[src/rtl/barrel_shift_left_pipe.sv]
// rtl/barrel_shift_left_pipe.sv - pipelined left barrel shifter/rotator with valid/ready on both sides
module barrel_shift_left_pipe #(
    parameter int WIDTH = 8,
    parameter int CNT_W = $clog2(WIDTH)
) (
    input  logic             clk,
    input  logic             rst,
    input  logic             in_valid,
    output logic             in_ready,
    input  logic [WIDTH-1:0] in_data,
    input  logic [CNT_W-1:0] in_count,
    input  logic             in_rot,
    output logic             out_valid,
    input  logic             out_ready,
    output logic [WIDTH-1:0] out_data,
    output logic             out_lost
);

    logic [CNT_W-1:0]            stage_valid;
    logic [CNT_W-1:0]            stage_rot;
    logic [CNT_W-1:0]            stage_lost;
    logic [CNT_W-1:0][WIDTH-1:0] stage_data;
    logic [CNT_W-1:0][CNT_W-1:0] stage_cnt;

    logic [CNT_W-1:0]            src_rot;
    logic [CNT_W-1:0]            src_lost;
    logic [CNT_W-1:0][WIDTH-1:0] src_data;
    logic [CNT_W-1:0][CNT_W-1:0] src_cnt;

    logic [CNT_W-1:0][WIDTH-1:0] nxt_data;
    logic [CNT_W-1:0]            nxt_lost;

    logic [CNT_W-1:0]            move;
    logic [CNT_W-1:0]            load;
    logic                        cnt_unused;

    // A stage moves if the output drains or any stage below it is empty,
    // which lets bubbles collapse without a per-stage ready chain.
    always_comb begin
        logic room;
        move = '0;
        load = '0;
        room = out_ready;
        for (int i = CNT_W - 1; i >= 0; i--) begin
            move[i] = stage_valid[i] && room;
            room    = room || !stage_valid[i];
        end
        in_ready = !stage_valid[0] || move[0];
        load[0]  = in_valid && in_ready;
        for (int i = 1; i < CNT_W; i++) begin
            load[i] = move[i-1];
        end
    end

    always_comb begin
        src_data    = '0;
        src_cnt     = '0;
        src_rot     = '0;
        src_lost    = '0;
        src_data[0] = in_data;
        src_cnt[0]  = in_count;
        src_rot[0]  = in_rot;
        src_lost[0] = 1'b0;
        for (int i = 1; i < CNT_W; i++) begin
            src_data[i] = stage_data[i-1];
            src_cnt[i]  = stage_cnt[i-1];
            src_rot[i]  = stage_rot[i-1];
            src_lost[i] = stage_lost[i-1];
        end
    end

    // Stage i shifts by WIDTH>>(i+1) under count bit CNT_W-1-i (MSB first).
    always_comb begin
        int               sh;
        logic [WIDTH-1:0] spill;
        nxt_data = '0;
        nxt_lost = '0;
        for (int i = 0; i < CNT_W; i++) begin
            sh    = WIDTH >> (i + 1);
            spill = src_data[i] >> (WIDTH - sh);
            if (src_cnt[i][CNT_W-1-i]) begin
                if (src_rot[i]) begin
                    nxt_data[i] = (src_data[i] << sh) | spill;
                    nxt_lost[i] = 1'b0;
                end else begin
                    nxt_data[i] = src_data[i] << sh;
                    nxt_lost[i] = src_lost[i] || (|spill);
                end
            end else begin
                nxt_data[i] = src_data[i];
                nxt_lost[i] = src_lost[i] && !src_rot[i];
            end
        end
    end

    always_ff @(posedge clk or posedge rst) begin
        if (rst) begin
            stage_valid <= '0;
            stage_data  <= '0;
            stage_cnt   <= '0;
            stage_rot   <= '0;
            stage_lost  <= '0;
        end else begin
            for (int i = 0; i < CNT_W; i++) begin
                if (load[i]) begin
                    stage_valid[i] <= 1'b1;
                    stage_data[i]  <= nxt_data[i];
                    stage_cnt[i]   <= src_cnt[i];
                    stage_rot[i]   <= src_rot[i];
                    stage_lost[i]  <= nxt_lost[i];
                end else if (move[i]) begin
                    stage_valid[i] <= 1'b0;
                end
            end
        end
    end

    assign out_valid  = stage_valid[CNT_W-1];
    assign out_data   = stage_data[CNT_W-1];
    assign out_lost   = stage_lost[CNT_W-1] && !stage_rot[CNT_W-1];
    assign cnt_unused = ^stage_cnt[CNT_W-1];

endmodule

[config.mk]
export PLATFORM = sky130hd
export DESIGN_NAME = barrel_shift_left_pipe
export DESIGN_NICKNAME = d
export VERILOG_FILES = /design/src/rtl/barrel_shift_left_pipe.sv
export SDC_FILE = /design/constraint.sdc
export NUM_CORES = 1
export LEC_CHECK = 0
export BUFFER_PORTS_ARGS = -buffer_cell sky130_fd_sc_hd__buf_2
export CAP_MARGIN = 20
export CORE_ASPECT_RATIO = 0.8
export CORE_MARGIN = 2
export CORE_UTILIZATION = 45
export DETAILED_ROUTE_END_ITERATION = 6
export PLACE_DENSITY = 0.68
export SLEW_MARGIN = 20
export SYNTH_ARGS = -nofsm -noshare
export SYNTH_HDL_FRONTEND = slang
export SYNTH_SLANG_ARGS = --single-unit
export TNS_END_PERCENT = 50
[constraint.sdc]
create_clock -name clk -period 1.2 [get_ports clk]
set_clock_uncertainty 0.05 [all_clocks]
set_input_delay 0.12 -clock clk [delete_from_list [all_inputs] [get_ports clk]]
set_output_delay 0.12 -clock clk [all_outputs]
set_load 0.005 [all_outputs]
==> run_results.csv, run 1 <==
group,metric,value,unit
clock_tree,cts_num_sinks,36,
setup_path,critPathMaxStageDelay,0.39,ns
die,rows,19,
die,dieArea,4280,sq um
route,drc_errors,0,
hold_path,min_path_type,"in2reg",
power,p_leak,0.980,nW
cells_and_area,register_area,901,sq um
die,die_x,72.7,microns
global_routing,grt_pass1_vias,1284,
logic_synthesis,yosys.area.top_type,"dfrtp_1",
cells_and_area,final_area,2130,sq um
cells_and_area,n_antenna_cell,0,
logic_synthesis,synth_warnings,0,
logic_synthesis,yosysTopAreaCellShare,53.1,%
die,initial_core_util,48.2,%
cells_and_area,layout-drive-gt1-share,36.1,%
route,dr_total_vias,1272,
logic_synthesis,yosysMostFrequentCell,"dfrtp_1",
timing,worst_slack,-0.112,ns
timing,period_needed,1.31,ns
setup_path,path_class,"reg2out",
route,ant_nets,0,
job,drv_cap,0,
place,routabilityCongestion,0.758,
cells_and_area,fillers,290,
global_routing,grt_use_total,18.3,%
clock_tree,root_buffer,"clkbuf_8",
clock_tree,clk_latency,0.28,ns
clock_tree,path_clk_slew,0.07,ns
place,port_buffers,26,
logic_synthesis,synth_edf_count,0,
logic_synthesis,synthFlopType,"dfrtp_1",
setup_path,arrival,1.14,ns
route,wirelength,3.48,mm
logic_synthesis,yosysUniqueCellTypes,22,
logic_synthesis,async_reset_ff_share,100,%
setup_path,critPathMostFrequentCell,"buf_6",
power,power,0.00368,W
cells_and_area,multi_input_area,773,sq um
setup_path,crit_slowest_cell,"dfrtp_1",
timing,tightestPinTransition,0.448,ns
logic_synthesis,yosys-top-cells-area,"dfrtp_1 (53%), mux2i_1 (12%), a21oi_1 (8.8%)",
logic_synthesis,synth_cells,150,
logic_synthesis,syn_nets,166,
route,dr.first_iter.drc_count,85,
timing,drv_slew,0,
setup_path,cp_data_required_time,1.03,ns
clock_tree,htreeDepth,2,
global_routing,grt_pass1_wl,5.86,mm
die,die-height,58.9,microns
clock_tree,cts_buffer_depth,2,
setup_path,cp_max_fo,3,
global_routing,grt_overflow,0,
timing,max_freq,0.762,GHz
place,dpl.hpwl,2.61,mm
power,irDropWorstVdd,0.792,mV
power,power.density,1730,nW/um^2
logic_synthesis,synth-seq-cells,36,
place,pre_cts_ws,-0.00577,ns
cells_and_area,nets,206,
logic_synthesis,ys_seq_area_share,53.1,%
timing,setup_violations,21,
run_status,violations,"setup timing",
cells_and_area,areaGrowthSynthToFinish,25.5,%
clock_tree,numCtsBuffers,5,
timing,rsz0062_at_grt,"true",
global_routing,grt_max_degree,37,
logic_synthesis,syn_avg_cell_area,11.3,sq um
global_routing,antenna_found_initial,0,
route,firstDrtPassIters,4,
setup_path,cp-start-kind,"flip-flop",
logic_synthesis,syn_area,1700,sq um
place,place_area,1950,sq um
timing,hold_violations,0,
timing,maxSlewHeadroom,70.1,%
route,wl_per_cell,14.9,microns
logic_synthesis,synthTopCellsByCount,"dfrtp_1 (36), a21oi_1 (30), mux2i_1 (20)",
setup_path,crit_chain,"nand4b_1 > buf_6 > buf_6",
route,viasPerCell,5.46,
run_status,status,"finished, violations left",
die,core,3520,sq um
setup_path,cp.buffers_inverters,2,
cells_and_area,fin_util,60.5,%
setup_path,critPathTopFamily,"flip-flops",
setup_path,end_kind,"primary output",
timing,whs,0.0223,ns
clock_tree,cts_tree,"built",
timing,fin_crit_sh,109,%
die,io_pins,27,
[cell families (layout without fill, tap and decap cells)]
kind of cell | after synthesis | in the layout | share of synthesized area (%)
multiplexers | 30 | 30 | 18.9
AO/OA/AOI/OAI | 50 | 50 | 16.0
AND/OR/NAND/NOR | 20 | 20 | 7.45
buffers and inverters | 14 | 55 | 4.57
flip-flops | 36 | 36 | 53.1
[cell type report]
type / instances / share of cell area, %
sequential: 36 / 42.3
multi-input combinational: 100 / 36.3
timing repair buffer: 43 / 13.8
clock buffer: 7 / 4.05
tap: 42 / 2.47
inverter: 4 / 0.705
clock inverter: 1 / 0.353
[routing by layer]
metal  vias to the layer above  routed length [microns]  global-route usage, %
met5                         -                        0                      0
met4                         0                       16                   4.76
met3                         2                      139                   6.16
met2                        35                     1750                   30.9
met1                       609                     1570                   22.7
li1                        626                        -                      -
[state kept, by name (all words and copies together) (netlist names)]
name,count
src_data,16
out_data,8
src_cnt,3
stage_lost,3
stage_rot,3
stage_valid,3
[path summary, 6_finish.rpt]
check,cells past startpoint,from,slack [ns],to
worst max-delay path,3,stage_valid[1],-0.11,in_ready
worst min-delay path,2,in_count[1],0.02,src_cnt[4]
worst max register to register,4,stage_valid[2],-0.09,src_cnt[6]
worst min register to register,1,stage_lost[2],0.46,stage_lost[2]
max in group asynchronous,4,rst,0.35,stage_lost[0]
min in group asynchronous,4,rst,0.43,stage_rot[2]
[report_power, final]
part / internal, W / switching (W) / total [W]
sequential: 0.00152 / 0.000221 / 0.00175
clock: 0.000466 / 0.000417 / 0.000883
combinational: 0.000583 / 0.000465 / 0.00105
[placed cells by master, fill, tap and decap left out, types with 2 or more instances in the layout]
master and instances:
mux2_2 2, nand2b_1 3, nand2_2 2, buf_4 11, clkbuf_8 6, dfrtp_1 36, inv_1 4, nor2b_1 6
a31oi_1 17, a21oi_2 6, nand3_1 2, mux2i_1 20, nand3b_1 2, mux2_4 8, o21ai_0 3, a21oi_1 24
buf_2 25, buf_6 5
[per-stage QoR]
step	std cells	TNS [ns]
floorplan	150	-1.01
global placement	222	0
detailed placement	222	-0.00577
CTS	233	-1.15
global route	233	-2.50
finish	233	-1.10
[timing repair]
item / 4_1_cts / 5_1_grt
hold buffers: 1 / 0
gates resized for setup: 6 / 8
setup endpoints to repair: 5 / 30
setup buffers: 2 / 0
hold endpoints to repair: 36 / 0
gates cloned: 0 / 0
pin swaps: 2 / 3
Note: power is estimated with default switching activity, not from simulation.
==> inputs of run 2 (changes only) <==
--- a/config.mk
+++ b/config.mk
@@ -11,7 +11,8 @@
 export CORE_MARGIN = 2
 export CORE_UTILIZATION = 45
 export DETAILED_ROUTE_END_ITERATION = 6
-export PLACE_DENSITY = 0.68
+export PLACE_DENSITY = 0.66
+export SETUP_SLACK_MARGIN = 0.4
 export SLEW_MARGIN = 20
 export SYNTH_ARGS = -nofsm -noshare
 export SYNTH_HDL_FRONTEND = slang
==> constraint.sdc (replaced) <==
create_clock -name clk -period 1.4 [get_ports clk]
set_clock_uncertainty 0.05 [all_clocks]
set_input_delay 0.14 -clock clk [delete_from_list [all_inputs] [get_ports clk]]
set_output_delay 0.14 -clock clk [all_outputs]
set_load 0.005 [all_outputs]
==> run_results.csv, run 2 (same netlist as run 1, synthesis figures left out) <==
group,metric,value,unit
clock_tree,htreeDepth,2,
timing,fin_crit_sh,96.0,%
timing,rsz0062_at_grt,"true",
cells_and_area,nets,208,
clock_tree,cts_num_sinks,36,
route,ant_nets,0,
hold_path,hold_start,"in_count[0]",
die,die_x,72.7,microns
setup_path,cp-start-kind,"flip-flop",
clock_tree,numCtsBuffers,5,
route,drc_errors,0,
setup_path,timing.rr.start,"stage_valid[1]",
timing,maxSlewHeadroom,70.2,%
route,dr_total_vias,1284,
cells_and_area,fillers,310,
setup_path,cp_max_fo,5,
global_routing,grt_util_met3,4.79,%
cells_and_area,areaGrowthSynthToFinish,28.1,%
power,sw_frac_of_total,29.5,%
clock_tree,clk_latency,0.29,ns
job,drv_cap,0,
cells_and_area,register_area,903,sq um
place,routabilityCongestion,0.743,
cells_and_area,multi_input_area,793,sq um
power,p_leak,1.00,nW
hold_path,min_path_type,"in2reg",
power,p_sw,0.000975,W
cells_and_area,final_area,2170,sq um
timing,tns,0,ns
global_routing,antenna_found_initial,0,
global_routing,grt_pass1_vias,1273,
global_routing,grt_max_degree,37,
place,place_area,1890,sq um
cells_and_area,final_common_cell,"dfrtp_1",
clock_tree,cts_buffer_depth,2,
run_status,status,"complete, no violations",
die,rows,19,
power,power_frac_seq,46.9,%
place,port_buffers,26,
global_routing,use_met1,23.2,%
place,dpl.hpwl,2.39,mm
route,firstDrtPassIters,4,
clock_tree,root_buffer,"clkbuf_8",
setup_path,path_class,"reg2reg",
route,wl_per_cell,15.3,microns
global_routing,grt.busiest_layer,"met2",
power,irDropWorstVdd,0.778,mV
route,wirelength,3.59,mm
setup_path,end_kind,"flip-flop",
global_routing,grt_use_met2,31.8,%
die,initial_core_util,48.2,%
timing,tightestPinTransition,0.447,ns
clock_tree,path_clk_slew,0.07,ns
power,p_int,0.00233,W
timing,hold_violations,0,
die,dieArea,4280,sq um
global_routing,grt_overflow,0,
clock_tree,cts_tree,"built",
cells_and_area,n_antenna_cell,0,
timing,max_freq,0.744,GHz
setup_path,crit_start,"stage_valid[1]",
die,io_pins,27,
die,die-height,58.9,microns
power,clockPowerShare,27.2,%
cells_and_area,layout-drive-gt1-share,39.4,%
power,power.density,1520,nW/um^2
timing,setup_violations,0,
timing,drv_slew,0,
power,combPwrFrac,25.9,%
die,core,3520,sq um
cells_and_area,largest_register_ff_count,16,
global_routing,grt_pass1_wl,6.04,mm
cells_and_area,final_cell_mix,"dfrtp_1 (34), buf_2 (26), a21oi_1 (20), mux2i_1 (20), a31oi_1 (17)",
route,viasPerCell,5.46,
timing,period_needed,1.34,ns
setup_path,cp_data_required_time,1.53,ns
setup_path,arrival,1.47,ns
route,dr.first_iter.drc_count,32,
global_routing,grt_use_total,18.8,%
-- run 2: changes by cell type in the layout (fill, tap and decap cells not counted), moves of 2 or more --
cell	before	now
a21oi_1	24	20
dfrtp_2	0	2
a21oi_2	6	10
buf_6	5	7
dfrtp_1	36	34
mux2_4	8	10
mux2_2	2	0
-- run 2: cell type report --
| cell class | count | share of cell area [%] |
|---|---|---|
| clock buffers | 6 | 3.34 |
| flip-flops and latches | 36 | 41.6 |
| well taps | 42 | 2.42 |
| clock inverters | 2 | 1.61 |
| repair buffers | 45 | 13.9 |
| multi-input cells | 100 | 36.5 |
| inverters | 4 | 0.691 |
-- run 2: worst paths after layout --
check | slack, ns | depth (start not counted) | endpoint
max | 0.06 | 4 | src_cnt[6]
min reg2reg | 0.47 | 1 | stage_lost[1]
max in group asynchronous | 0.52 | 4 | src_cnt[4]
max reg2reg | 0.06 | 4 | src_cnt[6]
min in group asynchronous | 0.44 | 4 | stage_rot[2]
min | 0.04 | 2 | src_cnt[3]
-- run 2: timing repair --
item | 4_1_cts | 5_1_grt
gates resized for setup | 17 | 7
hold endpoints to repair | 36 | 0
endpoints found under the setup margin | 39 | 46
setup buffers | 10 | 0
cloned | 1 | 0
pin swaps | 6 | 7
hold buffers | 1 | 0
-- run 2: metrics by stage --
| stage | hold WS (ns) | std cells | total power (W) | setup slack (ns) | utilization, % |
|---|---|---|---|---|---|
| final | 0.0353 | 235 | 0.00331 | 0.0556 | 61.8 |
| after global routing | 0.0312 | 235 | 0.00350 | 0.0245 | 61.8 |
| after CTS | 0.0288 | 235 | 0.00330 | 0.101 | 61.0 |
| after detailed placement | 0.221 | 215 | 0.00232 | 0.146 | 53.6 |
| after global placement | 0.203 | 215 | 0.00228 | 0.173 | 53.6 |
| after floorplan | 0.198 | 150 | 0.00205 | 0.0884 | - |
-- run 2: power by group through the flow --
| stage | logic, W | registers (W) | clock network, W |
|---|---|---|---|
| after detailed placement | 0.000755 | 0.00156 | 0 |
| after CTS | 0.000845 | 0.00155 | 0.000911 |
| final | 0.000857 | 0.00155 | 0.000899 |
| after global routing | 0.000949 | 0.00159 | 0.000963 |
| after global placement | 0.000736 | 0.00154 | 0 |
| after floorplan | 0.000576 | 0.00147 | 0 |
-- run 2: metal layers --
| layer | part of all wire [%] | vias to the layer above | wire, microns |
|---|---|---|---|
| li1 | - | 634 | - |
| met1 | 46 | 615 | 1640 |
| met2 | 49 | 28 | 1760 |
| met3 | 3.6 | 7 | 128 |
| met4 | 1.6 | 0 | 58 |
| met5 | 0 | - | 0 |
-- run 2: critical path, stage by stage, from the launching register on --
cell and delay (ns):
dfrtp_1 0.39, buf_4 0.15, nand3b_1 0.20, nand2_4 0.13, mux2_4 0.31
==> inputs of run 3 (changes only) <==
--- a/config.mk
+++ b/config.mk
@@ -11,7 +11,7 @@
 export CORE_MARGIN = 2
 export CORE_UTILIZATION = 45
 export DETAILED_ROUTE_END_ITERATION = 6
-export PLACE_DENSITY = 0.66
+export PLACE_DENSITY = 0.73
 export SETUP_SLACK_MARGIN = 0.4
 export SLEW_MARGIN = 20
 export SYNTH_ARGS = -nofsm -noshare
==> constraint.sdc (replaced) <==
create_clock -name clk -period 1.4 [get_ports clk]
set_clock_uncertainty 0.05 [all_clocks]
set_input_delay 0.28 -clock clk [delete_from_list [all_inputs] [get_ports clk]]
set_output_delay 0.28 -clock clk [all_outputs]
set_load 0.005 [all_outputs]
==> run_results.csv, run 3 (same netlist as run 1, synthesis figures left out) <==
group,metric,value,unit
timing,tightestPinTransition,0.396,ns
setup_path,critPathMaxStageDelay,0.39,ns
global_routing,grt_use_total,18.2,%
route,wl_met1,1.52,mm
place,pre_cts_ws,0.112,ns
cells_and_area,largest_register_ff_count,16,
timing,period_needed,1.47,ns
clock_tree,htreeDepth,2,
clock_tree,path_clk_slew,0.07,ns
setup_path,critPathTopFamily,"flip-flops",
cells_and_area,multi_input_area,920,sq um
clock_tree,cts_buffer_depth,2,
clock_tree,cts_num_sinks,36,
setup_path,critPathMostFrequentCell,"buf_6",
route,wl_per_cell,15.0,microns
cells_and_area,final_cell_mix,"dfrtp_1 (35), buf_2 (25), a21oi_2 (23)",
die,core,3520,sq um
place,routabilityCongestion,0.764,
place,place_area,1920,sq um
place,place_inst,217,
clock_tree,cts_tree,"built",
place,dpl.hpwl,2.31,mm
cells_and_area,register_area,902,sq um
setup_path,cp_data_required_time,1.07,ns
setup_path,cp-start-kind,"flip-flop",
route,dr.max_layer_used,"met4",
global_routing,grt_pass1_vias,1267,
route,viasPerCell,5.53,
timing,fin_crit_sh,105,%
place,port_buffers,26,
die,die-height,58.9,microns
global_routing,antenna_found_initial,0,
clock_tree,clk_latency,0.30,ns
cells_and_area,nets,208,
timing,drv_slew,0,
cells_and_area,final_common_cell,"dfrtp_1",
power,p_leak,1.04,nW
timing,rsz0062_at_grt,"true",
job,drv_cap,0,
cells_and_area,n_antenna_cell,0,
die,initial_core_util,48.2,%
global_routing,grt_max_degree,37,
setup_path,cp_max_fo,4,
route,dr.first_iter.drc_count,13,
run_status,status,"finished, violations left",
timing,setup_violations,10,
timing,maxSlewHeadroom,73.6,%
cells_and_area,final_area,2350,sq um
setup_path,crit_chain,"nand4b_1 > buf_6 > buf_6",
clock_tree,root_buffer,"clkbuf_8",
power,irDropWorstVdd,0.698,mV
cells_and_area,fillers,265,
setup_path,path_class,"reg2out",
cells_and_area,instances_no_fill,235,
power,power.density,1430,nW/um^2
timing,max_freq,0.679,GHz
die,rows,19,
route,drc_errors,0,
setup_path,end_kind,"primary output",
timing,hold_violations,0,
route,wl_met2,1.78,mm
die,io_pins,27,
route,ant_nets,0,
global_routing,grt_pass1_wl,5.76,mm
setup_path,arrival,1.14,ns
die,die_x,72.7,microns
global_routing,grt_overflow,0,
run_status,violations,"setup timing",
cells_and_area,layout-drive-gt1-share,49.7,%
route,firstDrtPassIters,4,
route,dr_total_vias,1300,
die,dieArea,4280,sq um
clock_tree,numCtsBuffers,5,
setup_path,crit_slowest_cell,"dfrtp_1",
timing,whs,0.175,ns
cells_and_area,areaGrowthSynthToFinish,38.8,%
route,wirelength,3.53,mm
setup_path,cp.buffers_inverters,2,
hold_path,min_path_type,"in2reg",
timing,worst_slack,-0.0729,ns
route,dr_wl_met3,186,microns
## run 3: cell types whose count changed in the layout (fill, tap and decap cells not counted), moves of 4 or more
| cell | delta |
|---|---|
| buf_4 | -5 |
| a21oi_4 | +4 |
| a21oi_2 | +13 |
| a21oi_1 | -17 |
## run 3: what timing repair did
item	in CTS	in global routing
hold endpoints to repair	36	0
setup endpoints to repair	45	46
cloned	1	0
hold buffers	1	0
pin swaps	14	20
buffers inserted	3	5
gates resized for setup	34	24
## run 3: path summary, 6_finish.rpt
check	endpoint	startpoint	cells past startpoint	slack, ns
worst min-delay path	src_cnt[3]	in_count[0]	2	0.17
max in group asynchronous	src_cnt[4]	rst	4	0.60
min in group asynchronous	src_data[22]	rst	4	0.51
worst max register to register	src_data[14]	stage_valid[0]	6	-0.02
worst min register to register	src_cnt[6]	src_cnt[3]	1	0.46
worst max-delay path	in_ready	stage_valid[0]	3	-0.07
## run 3: per-layer routing
layer | track usage [%] | up-vias
met4 | 6.61 | 0
met5 | 0 | -
met1 | 22.3 | 626
li1 | - | 634
met3 | 6.85 | 6
met2 | 29.5 | 34
## run 3: final cells by class
cell class,instances,share of cell area [%]
Sequential cell,36,38.3
Multi-Input combinational cell,100,39.1
Timing Repair Buffer,45,15.6
Inverter,4,0.797
Tap cell,42,2.23
Clock inverter,1,0.319
Clock buffer,7,3.67
## run 3: where the power goes
part	leakage, nW	total (W)	switching, W	internal, W
Sequential	0.409	0.00155	0.000242	0.00131
Combinational	0.582	0.00105	0.000455	0.000596
Clock	0.0445	0.000775	0.000376	0.000400
## run 3: per-stage QoR
step	setup TNS, ns	util (%)	power [W]
final	-0.190	66.9	0.00338
after global routing	-0.743	66.9	0.00359
after CTS	-0.0773	62.4	0.00325
after detailed placement	0	54.5	0.00233
after global placement	0	54.5	0.00229
after floorplan	0	-	0.00205
